<file path="config.mk">
export PLATFORM = sky130hd
export DESIGN_NAME = rx_fifo_pckt_wr_ctrl
export DESIGN_NICKNAME = d
export VERILOG_FILES = /design/src/rtl/rx_fifo_pckt_wr_ctrl_pkg.sv /design/src/rtl/rx_fifo_pckt_wr_ctrl_sat_counter.sv /design/src/rtl/rx_fifo_pckt_wr_ctrl.sv
export SDC_FILE = /design/constraint.sdc
export NUM_CORES = 1
export LEC_CHECK = 0
export CAP_MARGIN = 20
export CELL_PAD_IN_SITES_DETAIL_PLACEMENT = 0
export CELL_PAD_IN_SITES_GLOBAL_PLACEMENT = 1
export CORE_MARGIN = 4
export CORE_UTILIZATION = 35
export DETAILED_ROUTE_END_ITERATION = 12
export HOLD_SLACK_MARGIN = 0.1
export PLACE_DENSITY_LB_ADDON = 0.15
export SKIP_LAST_GASP = 1
export SLEW_MARGIN = 25
export SYNTH_ARGS = -nofsm -noshare
export SYNTH_HDL_FRONTEND = slang
export SYNTH_SLANG_ARGS = --single-unit
</file>
<file path="constraint.sdc">
create_clock -name clk -period 2 [get_ports clk]
set_input_delay 0.4 -clock clk [delete_from_list [all_inputs] [get_ports clk]]
set_output_delay 0.4 -clock clk [all_outputs]
set_load 0.01 [all_outputs]
</file>
<file path="src/rtl/rx_fifo_pckt_wr_ctrl_pkg.sv">
// Shared types for the RX FIFO packet write controller: FSM states and the
// reason a frame was thrown away.
package rx_fifo_ctrl_pkg;

    typedef enum logic [1:0] {
        IDLE,
        WRITE,
        DISCARD
    } wr_state_t;

    typedef enum logic [1:0] {
        NONE,
        BAD,
        OVF,
        OVERSIZE
    } drop_reason_t;

endpackage

</file>
<file path="src/rtl/rx_fifo_pckt_wr_ctrl_sat_counter.sv">
// Statistics counter that sticks at all-ones instead of wrapping.
module sat_counter #(
    parameter int CNT_WIDTH = 32
) (
    input  logic                 clk,
    input  logic                 reset_n,
    input  logic                 inc,
    output logic [CNT_WIDTH-1:0] count
);

    // Count up on each increment request until the counter is saturated
    always_ff @(posedge clk) begin
        if (!reset_n) begin
            count <= '0;
        end else if (inc && (count != {CNT_WIDTH{1'b1}})) begin
            count <= count + CNT_WIDTH'(1);
        end
    end

endmodule

</file>
<file path="src/rtl/rx_fifo_pckt_wr_ctrl.sv">
// Packet-level write controller between the MAC RX stream and the RX FIFO.
// Good frames are committed on their last beat; bad, overflowing or oversize
// frames are rewound to the last commit point; frames arriving while the FIFO
// is almost full are rejected whole.
module rx_fifo_pckt_wr_ctrl
    import rx_fifo_ctrl_pkg::*;
#(
    parameter int DATA_WIDTH   = 8,
    parameter int MAX_PCKT_LEN = 1518,
    parameter int CNT_WIDTH    = 32
) (
    input  logic                  clk,
    input  logic                  reset_n,
    input  logic [DATA_WIDTH-1:0] s_rx_tdata,
    input  logic                  s_rx_tvalid,
    input  logic                  s_rx_tlast,
    input  logic                  s_rx_tuser,
    output logic [DATA_WIDTH-1:0] fifo_wr_data,
    output logic                  fifo_wr,
    input  logic                  fifo_full,
    input  logic                  fifo_almost_full,
    output logic                  fifo_latch_addr,
    output logic                  fifo_drop,
    output logic [CNT_WIDTH-1:0]  good_cnt,
    output logic [CNT_WIDTH-1:0]  bad_cnt,
    output logic [CNT_WIDTH-1:0]  ovf_cnt,
    output logic [CNT_WIDTH-1:0]  oversize_cnt
);

    localparam int BCW = $clog2(MAX_PCKT_LEN + 1);

    wr_state_t       state, state_nxt;
    logic [BCW-1:0]  beat_cnt, beat_cnt_nxt;
    logic                  stg_valid;
    logic [DATA_WIDTH-1:0] stg_data;
    logic                  stg_last;
    logic                  stg_user;
    logic            do_write;
    logic            good_inc;
    drop_reason_t    reason;

    assign fifo_wr_data = stg_data;

    // Stage each valid input beat so its FIFO handling happens one cycle later
    always_ff @(posedge clk) begin
        if (!reset_n) begin
            stg_valid <= 1'b0;
            stg_data  <= '0;
            stg_last  <= 1'b0;
            stg_user  <= 1'b0;
        end else begin
            stg_valid <= s_rx_tvalid;
            if (s_rx_tvalid) begin
                stg_data <= s_rx_tdata;
                stg_last <= s_rx_tlast;
                stg_user <= s_rx_tuser;
            end
        end
    end

    // Frame state and the count of beats written for the current frame
    always_ff @(posedge clk) begin
        if (!reset_n) begin
            state    <= IDLE;
            beat_cnt <= '0;
        end else begin
            state    <= state_nxt;
            beat_cnt <= beat_cnt_nxt;
        end
    end

    // Decide what happens to the staged beat: write, commit, rewind or discard
    always_comb begin
        state_nxt       = state;
        beat_cnt_nxt    = beat_cnt;
        do_write        = 1'b0;
        fifo_wr         = 1'b0;
        fifo_drop       = 1'b0;
        fifo_latch_addr = 1'b0;
        good_inc        = 1'b0;
        reason          = NONE;
        if (stg_valid) begin
            case (state)
                IDLE: begin
                    if (fifo_almost_full) begin
                        reason    = OVF;
                        state_nxt = stg_last ? IDLE : DISCARD;
                    end else begin
                        do_write = 1'b1;
                    end
                end
                WRITE: begin
                    do_write = 1'b1;
                end
                DISCARD: begin
                    if (stg_last) begin
                        state_nxt = IDLE;
                    end
                end
                default: begin
                    state_nxt = IDLE;
                end
            endcase
            if (do_write) begin
                if (fifo_full) begin
                    fifo_drop = 1'b1;
                    reason    = OVF;
                    state_nxt = stg_last ? IDLE : DISCARD;
                end else if (beat_cnt == BCW'(MAX_PCKT_LEN)) begin
                    fifo_drop = 1'b1;
                    reason    = OVERSIZE;
                    state_nxt = stg_last ? IDLE : DISCARD;
                end else if (stg_last && stg_user) begin
                    fifo_drop = 1'b1;
                    reason    = BAD;
                    state_nxt = IDLE;
                end else if (stg_last) begin
                    fifo_wr         = 1'b1;
                    fifo_latch_addr = 1'b1;
                    good_inc        = 1'b1;
                    state_nxt       = IDLE;
                end else begin
                    fifo_wr      = 1'b1;
                    beat_cnt_nxt = beat_cnt + BCW'(1);
                    state_nxt    = WRITE;
                end
            end
        end
        if (state_nxt == IDLE) begin
            beat_cnt_nxt = '0;
        end
    end

    // One saturating statistics counter per frame outcome
    sat_counter #(.CNT_WIDTH(CNT_WIDTH)) u_good_cnt (
        .clk     (clk),
        .reset_n (reset_n),
        .inc     (good_inc),
        .count   (good_cnt)
    );

    sat_counter #(.CNT_WIDTH(CNT_WIDTH)) u_bad_cnt (
        .clk     (clk),
        .reset_n (reset_n),
        .inc     (reason == BAD),
        .count   (bad_cnt)
    );

    sat_counter #(.CNT_WIDTH(CNT_WIDTH)) u_ovf_cnt (
        .clk     (clk),
        .reset_n (reset_n),
        .inc     (reason == OVF),
        .count   (ovf_cnt)
    );

    sat_counter #(.CNT_WIDTH(CNT_WIDTH)) u_oversize_cnt (
        .clk     (clk),
        .reset_n (reset_n),
        .inc     (reason == OVERSIZE),
        .count   (oversize_cnt)
    );

endmodule

</file>
==> metrics.md, run 1 <==
| Metric | Value |
|---|---|
| CTS sink cnt | `152` |
| Pwr dens | `529 mW/mm^2` |
| VDD IR max | `0.535 mV` |
| Routed length on met3 | `1270 um` |
| CTS max path bufs | `2` |
| RePlAce Congestion | `0.796` |
| Worst Setup EP | `fifo_wr` |
| Yosys synthesis warning count | `0` |
| Worst setup SP type | `flip-flop` |
| Residual DRC count | `0` |
| Commonest non-fill, non-tap cells in the layout | `buf_4, clkdlybuf4s50_1, dfxtp_1, nand2_1, a21oi_1` |
| Final Setup Violations | `7` |
| CTS H-tree depth | `4` |
| Worst-path maximum fanout | `4` |
| Syn nets | `962` |
| Core Area | `0.0220 mm^2` |
| R2r endpoint | `u_oversize_cnt.count[3]$_SDFFE_PN0P_` |
| Layout cells sized above 1 | `0.313` |
| Initial core utilization | `0.358` |
| Final Hold Fails | `0` |
| WL final | `24,600 um` |
| Min Tclk post-route | `2180 ps` |
| Sequential-to-total area share from yosys stat | `0.386` |
| DR iter-0 viols | `377` |
| RSZ-0062 raised after global routing | `yes` |
| Worst setup margin | `-182 ps` |
| Top cells by area, synth | `dfxtp_1, mux2i_1, or4_1, a21oi_1, o31ai_1` |
| Multi-input logic area | `0.00511 mm^2` |
| Total CTS buffers | `17` |
| Final Max Tran Viols | `0` |
| Ys flop type | `dfxtp_1` |
| Hold path cells | `3` |
| Top-area cell type share of the netlist area | `0.386` |
| Worst-Margin Slew | `447 ps` |
| Crit-path leading delay family | `simple AND/OR/NAND/NOR gates` |
| DR vias/cell | `5.37` |
| Setup crit end kind | `primary output` |
| Number of cell rows | `54` |
| Grt total ovfl | `0` |
| Worst slew margin | `0.700` |
| Sequential cell area | `0.00310 mm^2` |
| Top sig layer | `met4` |
| Slowest cell delay on critical path | `450 ps` |
| DR WL/cell | `15.6 um` |
| Kind of critical path | `reg -> out` |
| Drt pass-1 iters | `5` |
| Metal2 WL | `11,800 um` |
| FF+latch count, synth | `152` |
| Async S/R FF share, synth | `0` |
| Routed vias | `8,476` |
| Clock transition at path regs | `60 ps` |
| WP buf/inv | `2` |
| Boundary Pins | `154` |
| Final Skew | `12.5 ps` |
| Leak Pwr | `4.55 nW` |
| Mapped Area | `0.00789 mm^2` |
| Area delta synth->final | `61.9%` |
| Die area | `0.0250 mm^2` |
| Slowest cell on the critical path | `or3_4` |
| Synth cell types | `59` |
| Req. time, crit path | `1600 ps` |
| NumNets Final | `1,307` |
| Fin crit share | `1.09` |
| All-Layer GR Usage | `0.192` |
| Largest net degree at the start of global routing | `52` |
| Worst Reg-to-Reg Cells | `10` |
| Initial antenna violation count | `0` |
| Worst r2r src | `beat_cnt[0]$_SDFFE_PP0P_` |
| Max cap viols | `0` |
| Diode count | `0` |
| Buffers on Ports | `153` |
| CP startpoint | `beat_cnt[4]$_SDFFE_PP0P_` |
| Die Wd | `158 um` |
| Synthesized instance count | `941` |
| CP Depth | `6` |
| Commonest non-fill, non-tap cell in the layout | `buf_4` |
| DRT antenna net count | `0` |
| Fill cell count | `1,968` |
| Dpl ws | `-729 ps` |
| Clock root buffer master | `clkbuf_16` |
| Failing checks | `negative setup slack` |
| First-pass GRT wire length | `39,600 um` |
| Dominant cell type by area after synthesis | `dfxtp_1` |
| Status | `finished, violations left` |
| Detailed Place HPWL | `16,900 um` |
| Final Util | `0.580` |
| Number of global-route vias before repair | `8,020` |
| Routed length on met1 | `11,300 um` |
| Number of flops mapped to enable cells by yosys | `0` |
| Later-pin clock latency in the skew report | `430 ps` |
| Die height | `158 um` |
| Hold WC Path Type | `in -> reg` |
| FMAX | `0.458 GHz` |
| Crit-path cells | `nand4bb_4 -> or3_4 -> buf_6 -> nand2_4 -> a21oi_1 -> buf_2` |
| CTS tree | `built` |
| Avg Cell Area, Syn | `8.39 um^2` |
| R2R setup slack | `-30 ps` |
| WP data arrival | `1780 ps` |
## repair_timing
action                     CTS  global route
resized for setup           54           101
gates cloned                 2             1
hold buffers                 0             0
setup endpoints to repair  101            75
pin swaps                   14            55
buffers inserted             6            17
hold endpoints to repair     0             0
## report_power, final
group	internal, mW	leakage (nW)	switching [mW]
Combinational	0.129	3.00	0.157
Sequential	3.04	1.25	0.0102
Clock	2.05	0.298	1.38
Total	5.22	4.55	1.54
## worst min path at each step
stage	start	endpoint
detailed placement	u_good_cnt.count[25]$_SDFFE_PN0P_	u_good_cnt.count[25]$_SDFFE_PN0P_
floorplan	u_oversize_cnt.count[17]$_SDFFE_PN0P_	u_oversize_cnt.count[17]$_SDFFE_PN0P_
global placement	fifo_wr_data[6]$_SDFFE_PN0P_	fifo_wr_data[6]$_SDFFE_PN0P_
global route	reset_n	u_good_cnt.count[31]$_SDFFE_PN0P_
finish	reset_n	u_good_cnt.count[26]$_SDFFE_PN0P_
CTS	reset_n	u_good_cnt.count[31]$_SDFFE_PN0P_
## stage by stage
step	std cells	power [mW]	area, um^2	setup TNS, ps	hold WS, ps
after floorplan	941	3.25	7970	-97.0	475
after global placement	1525	3.39	11300	-64130	472
after detailed placement	1525	3.39	11300	-67450	480
after CTS	1565	6.84	12200	-643	383
after global routing	1579	6.99	12800	-2440	392
final	1579	6.76	12800	-576	392
## logic make-up (layout without fill, tap and decap cells)
| family | Yosys count | in the layout | share of synthesized area |
|---|---|---|---|
| simple gates | 452 | 452 | 0.334 |
| compound gates | 185 | 185 | 0.149 |
| flops | 152 | 152 | 0.386 |
| buf+inv | 78 | 436 | 0.0398 |
| mux | 42 | 42 | 0.0533 |
| xor+xnor | 26 | 26 | 0.0289 |
| fa+ha+maj | 6 | 6 | 0.00951 |
## synthesized netlist by cell type (all sizes together), types with 25 or more instances
cell and instances:
mux2i 42, nand3 53, nor2 51, nor4 31, o21ai 27, nand2 91, nand2b 39, or3 25
a21oi 74, or4 50, nand4 37, clkbuf 41, o31ai 49, dfxtp 152
## flip-flops by register name (all words and copies together) (netlist names)
signal / flops
fifo_wr_data: 8
stg_last: 1
state: 2
u_ovf_cnt.count: 32
u_good_cnt.count: 32
stg_user: 1
stg_valid: 1
beat_cnt: 11
u_bad_cnt.count: 32
u_oversize_cnt.count: 32
## cell type report
type | count | share of cell area
multi-input cells | 711 | 0.400
repair buffers | 387 | 0.277
flip-flops and latches | 152 | 0.243
clock buffers | 20 | 0.0358
well taps | 280 | 0.0274
clock inverters | 12 | 0.0128
inverters | 17 | 0.00509
## per-layer routing
metal / vias to the layer above / track usage
met1: 4038 / 0.250
met2: 163 / 0.319
li1: 4258 / -
met5: - / 0
met3: 17 / 0.0536
met4: 0 / 0.0398
## worst reg2reg max path, delay by kind of cell (launching register included)
kind,cells,cell delay [ps]
AO/OA/AOI/OAI,1,130
flip-flops,1,320
buffers and inverters,4,460
adder cells (fa/ha/maj),1,130
AND/OR/NAND/NOR,4,930
Note: power is estimated with default switching activity, not from simulation.
==> run 2: changes to the inputs <==
CTS_CLUSTER_DIAMETER = 80   (was not set)
==> results of run 2 <==
The final DEF is identical to that of run 1; final timing and power are the same.
==> run 3: changes to the inputs <==
ABC_AREA = 1   (was not set)
CAP_MARGIN = not set   (was 20)
CELL_PAD_IN_SITES_GLOBAL_PLACEMENT = 2   (was 1)
CORE_UTILIZATION = 26   (was 35)
==> metrics.md, run 3 <==
| Metric | Value |
|---|---|
| Status | `complete, no violations` |
| Die Wd | `197 um` |
| Ys flop type | `dfxtp_1` |
| Synth cell types | `29` |
| Initial antenna violation count | `1` |
| Grt total ovfl | `0` |
| RePlAce Congestion | `0.884` |
| Avg Cell Area, Syn | `6.13 um^2` |
| All-Layer GR Usage | `0.176` |
| Final Setup Violations | `0` |
| Boundary Pins | `154` |
| Routed vias | `10,171` |
| Final Hold Fails | `0` |
| DR vias/cell | `4.54` |
| Hold_buf cts | `0` |
| Synthesized instance count | `1,509` |
| Mapped Area | `0.00925 mm^2` |
| Req. time, crit path | `1600 ps` |
| Placed cells | `2,202` |
| Worst r2r src | `beat_cnt[0]$_SDFFE_PP0P_` |
| Total CTS buffers | `17` |
| Die height | `197 um` |
| Top cells by count, synth | `nand2_1, nor2_1, dfxtp_1, a21oi_1, inv_1` |
| DRT antenna net count | `0` |
| Setup crit end kind | `primary output` |
| WL final | `34,300 um` |
| Worst-Margin Slew | `537 ps` |
| NumNets Final | `1,795` |
| Kind of critical path | `reg -> out` |
| CTS max path bufs | `2` |
| RSZ-0062 raised after global routing | `yes` |
| Number of flops mapped to enable cells by yosys | `0` |
| Worst Reg-to-Reg Cells | `12` |
| CTS H-tree depth | `4` |
| DR WL/cell | `15.3 um` |
| Yosys synthesis warning count | `0` |
| Dominant cell type by area after synthesis | `dfxtp_1` |
| Clock root buffer master | `clkbuf_16` |
| R2r endpoint | `u_oversize_cnt.count[8]$_SDFFE_PN0P_` |
| Leading cell type by number of instances after synthesis | `nand2_1` |
| Die area | `0.0387 mm^2` |
| Leak Pwr | `4.68 nW` |
| Later-pin clock latency in the skew report | `440 ps` |
| Switching pwr | `1.52 mW` |
| Hold WC Path Type | `reg -> reg` |
| Drt pass-1 iters | `4` |
| Fin crit share | `0.984` |
| Core Area | `0.0348 mm^2` |
| Syn nets | `1,530` |
| VDD IR max | `0.629 mV` |
| Largest net degree at the start of global routing | `91` |
| Max cap viols | `0` |
| Min Tclk post-route | `1970 ps` |
| Residual DRC count | `0` |
| WP data arrival | `1570 ps` |
| CP startpoint | `beat_cnt[0]$_SDFFE_PP0P_` |
| Worst-path maximum fanout | `2` |
| Placed cell area | `0.0122 mm^2` |
| Top-area cell type share of the netlist area | `0.329` |
| Final Max Tran Viols | `0` |
| Flop pwr share | `0.476` |
| Layout Cells excl Fill | `2,240` |
| Hold Crit Start | `u_ovf_cnt.count[31]$_SDFFE_PN0P_` |
| Comb pwr share | `0.046` |
| Worst Setup EP | `fifo_latch_addr` |
| Pwr dens | `494 mW/mm^2` |
| CTS sink cnt | `152` |
| Final Cell Area | `0.0130 mm^2` |
| Number of global-route vias before repair | `9,915` |
| Layout cells sized above 1 | `0.125` |
| Async S/R FF share, synth | `0` |
| Cell internal pwr | `4.90 mW` |
| Diode count | `0` |
| Clk pwr share | `0.478` |
| First-pass GRT wire length | `54,900 um` |
| Sequential-to-total area share from yosys stat | `0.329` |
| Final Skew | `9.19 ps` |
| Number of cell rows | `68` |
| Commonest non-fill, non-tap cell in the layout | `nand2_1` |
| Initial core utilization | `0.266` |
| R2R setup slack | `130 ps` |
| Detailed Place HPWL | `25,600 um` |
| CTS tree | `built` |
| FF+latch count, synth | `152` |
| DR iter-0 viols | `506` |
| Area delta synth->final | `40.6%` |
| Top cells by area, synth | `dfxtp_1, nand2_1, nor2_1, a21oi_1, xor2_1` |
| Clock transition at path regs | `60 ps` |
| Buffers on Ports | `153` |
| FMAX | `0.508 GHz` |
| Worst setup SP type | `flip-flop` |
| Commonest non-fill, non-tap cells in the layout | `nand2_1, nor2_1, clkdlybuf4s50_1, dfxtp_1, a21oi_1` |
| Switch share | `0.237` |
| Worst slew margin | `0.642` |
## run 3: repair_timing
action                                  4_1_cts  5_1_grt
gates cloned                                  1        2
pin swaps                                     9       15
buffers inserted                              2        4
endpoints found under the setup margin       15      118
resized for setup                            31       36
## run 3: routing by layer
layer | wire [um] | GRT usage | vias to the layer above
li1 | - | - | 5326
met1 | 16700 | 0.237 | 4650
met2 | 16000 | 0.294 | 165
met3 | 1180 | 0.0320 | 28
met4 | 436 | 0.0406 | 2
met5 | 20 | 0 | -
## run 3: cells by family after synthesis
family	count (synthesis)	synth area share
AND/OR/NAND/NOR	960	0.430
flip-flops	152	0.329
XOR/XNOR	74	0.0700
buffers and inverters	133	0.0633
AO/OA/AOI/OAI	184	0.0999
adder cells (fa/ha/maj)	6	0.00811
## run 3: stage by stage
step	hold slack [ps]	util	total power [mW]	setup WS [ps]	TNS [ps]
after floorplan	462	-	3.26	147	0
after global placement	471	0.351	3.42	-357	-6130
after detailed placement	472	0.351	3.42	-377	-7940
after CTS	482	0.368	6.55	-67.6	-881
after global routing	493	0.374	6.69	-87.9	-239
final	476	0.374	6.42	32.5	0
## run 3: worst min path at each step
stage	depth (start not counted)	to	slack [ps]
after global routing	2	u_ovf_cnt.count[31]$_SDFFE_PN0P_	490
final	2	u_ovf_cnt.count[31]$_SDFFE_PN0P_	480
after global placement	2	u_ovf_cnt.count[31]$_SDFFE_PN0P_	470
after detailed placement	2	u_ovf_cnt.count[31]$_SDFFE_PN0P_	470
after CTS	2	u_ovf_cnt.count[31]$_SDFFE_PN0P_	480
after floorplan	2	stg_user$_SDFFE_PN0P_	460
## run 3: cell type report
class | count | area [um^2]
Clock inverter | 3 | 15.0
Timing Repair Buffer | 294 | 2780
Tap cell | 455 | 569
Multi-Input combinational cell | 1224 | 5750
Inverter | 85 | 322
Clock buffer | 27 | 513
Sequential cell | 152 | 3050
Fill cell | 3836 | 21800
## run 3: power groups by stage
stage	Clock, mW	Sequential [mW]	Combinational [mW]
after floorplan	0	3.13	0.124
after global placement	0	3.13	0.292
after detailed placement	0	3.13	0.293
after CTS	3.20	3.06	0.299
after global routing	3.30	3.06	0.325
final	3.07	3.06	0.295
## run 3: critical path, cell delays in order, from the launching register on
cell	delay, ps
dfxtp_2	320
inv_2	70
ha_4	130
nand2_4	50
nor2_4	120
inv_2	60
nor2_4	120
buf_6	120
nor2_4	40
buf_6	120
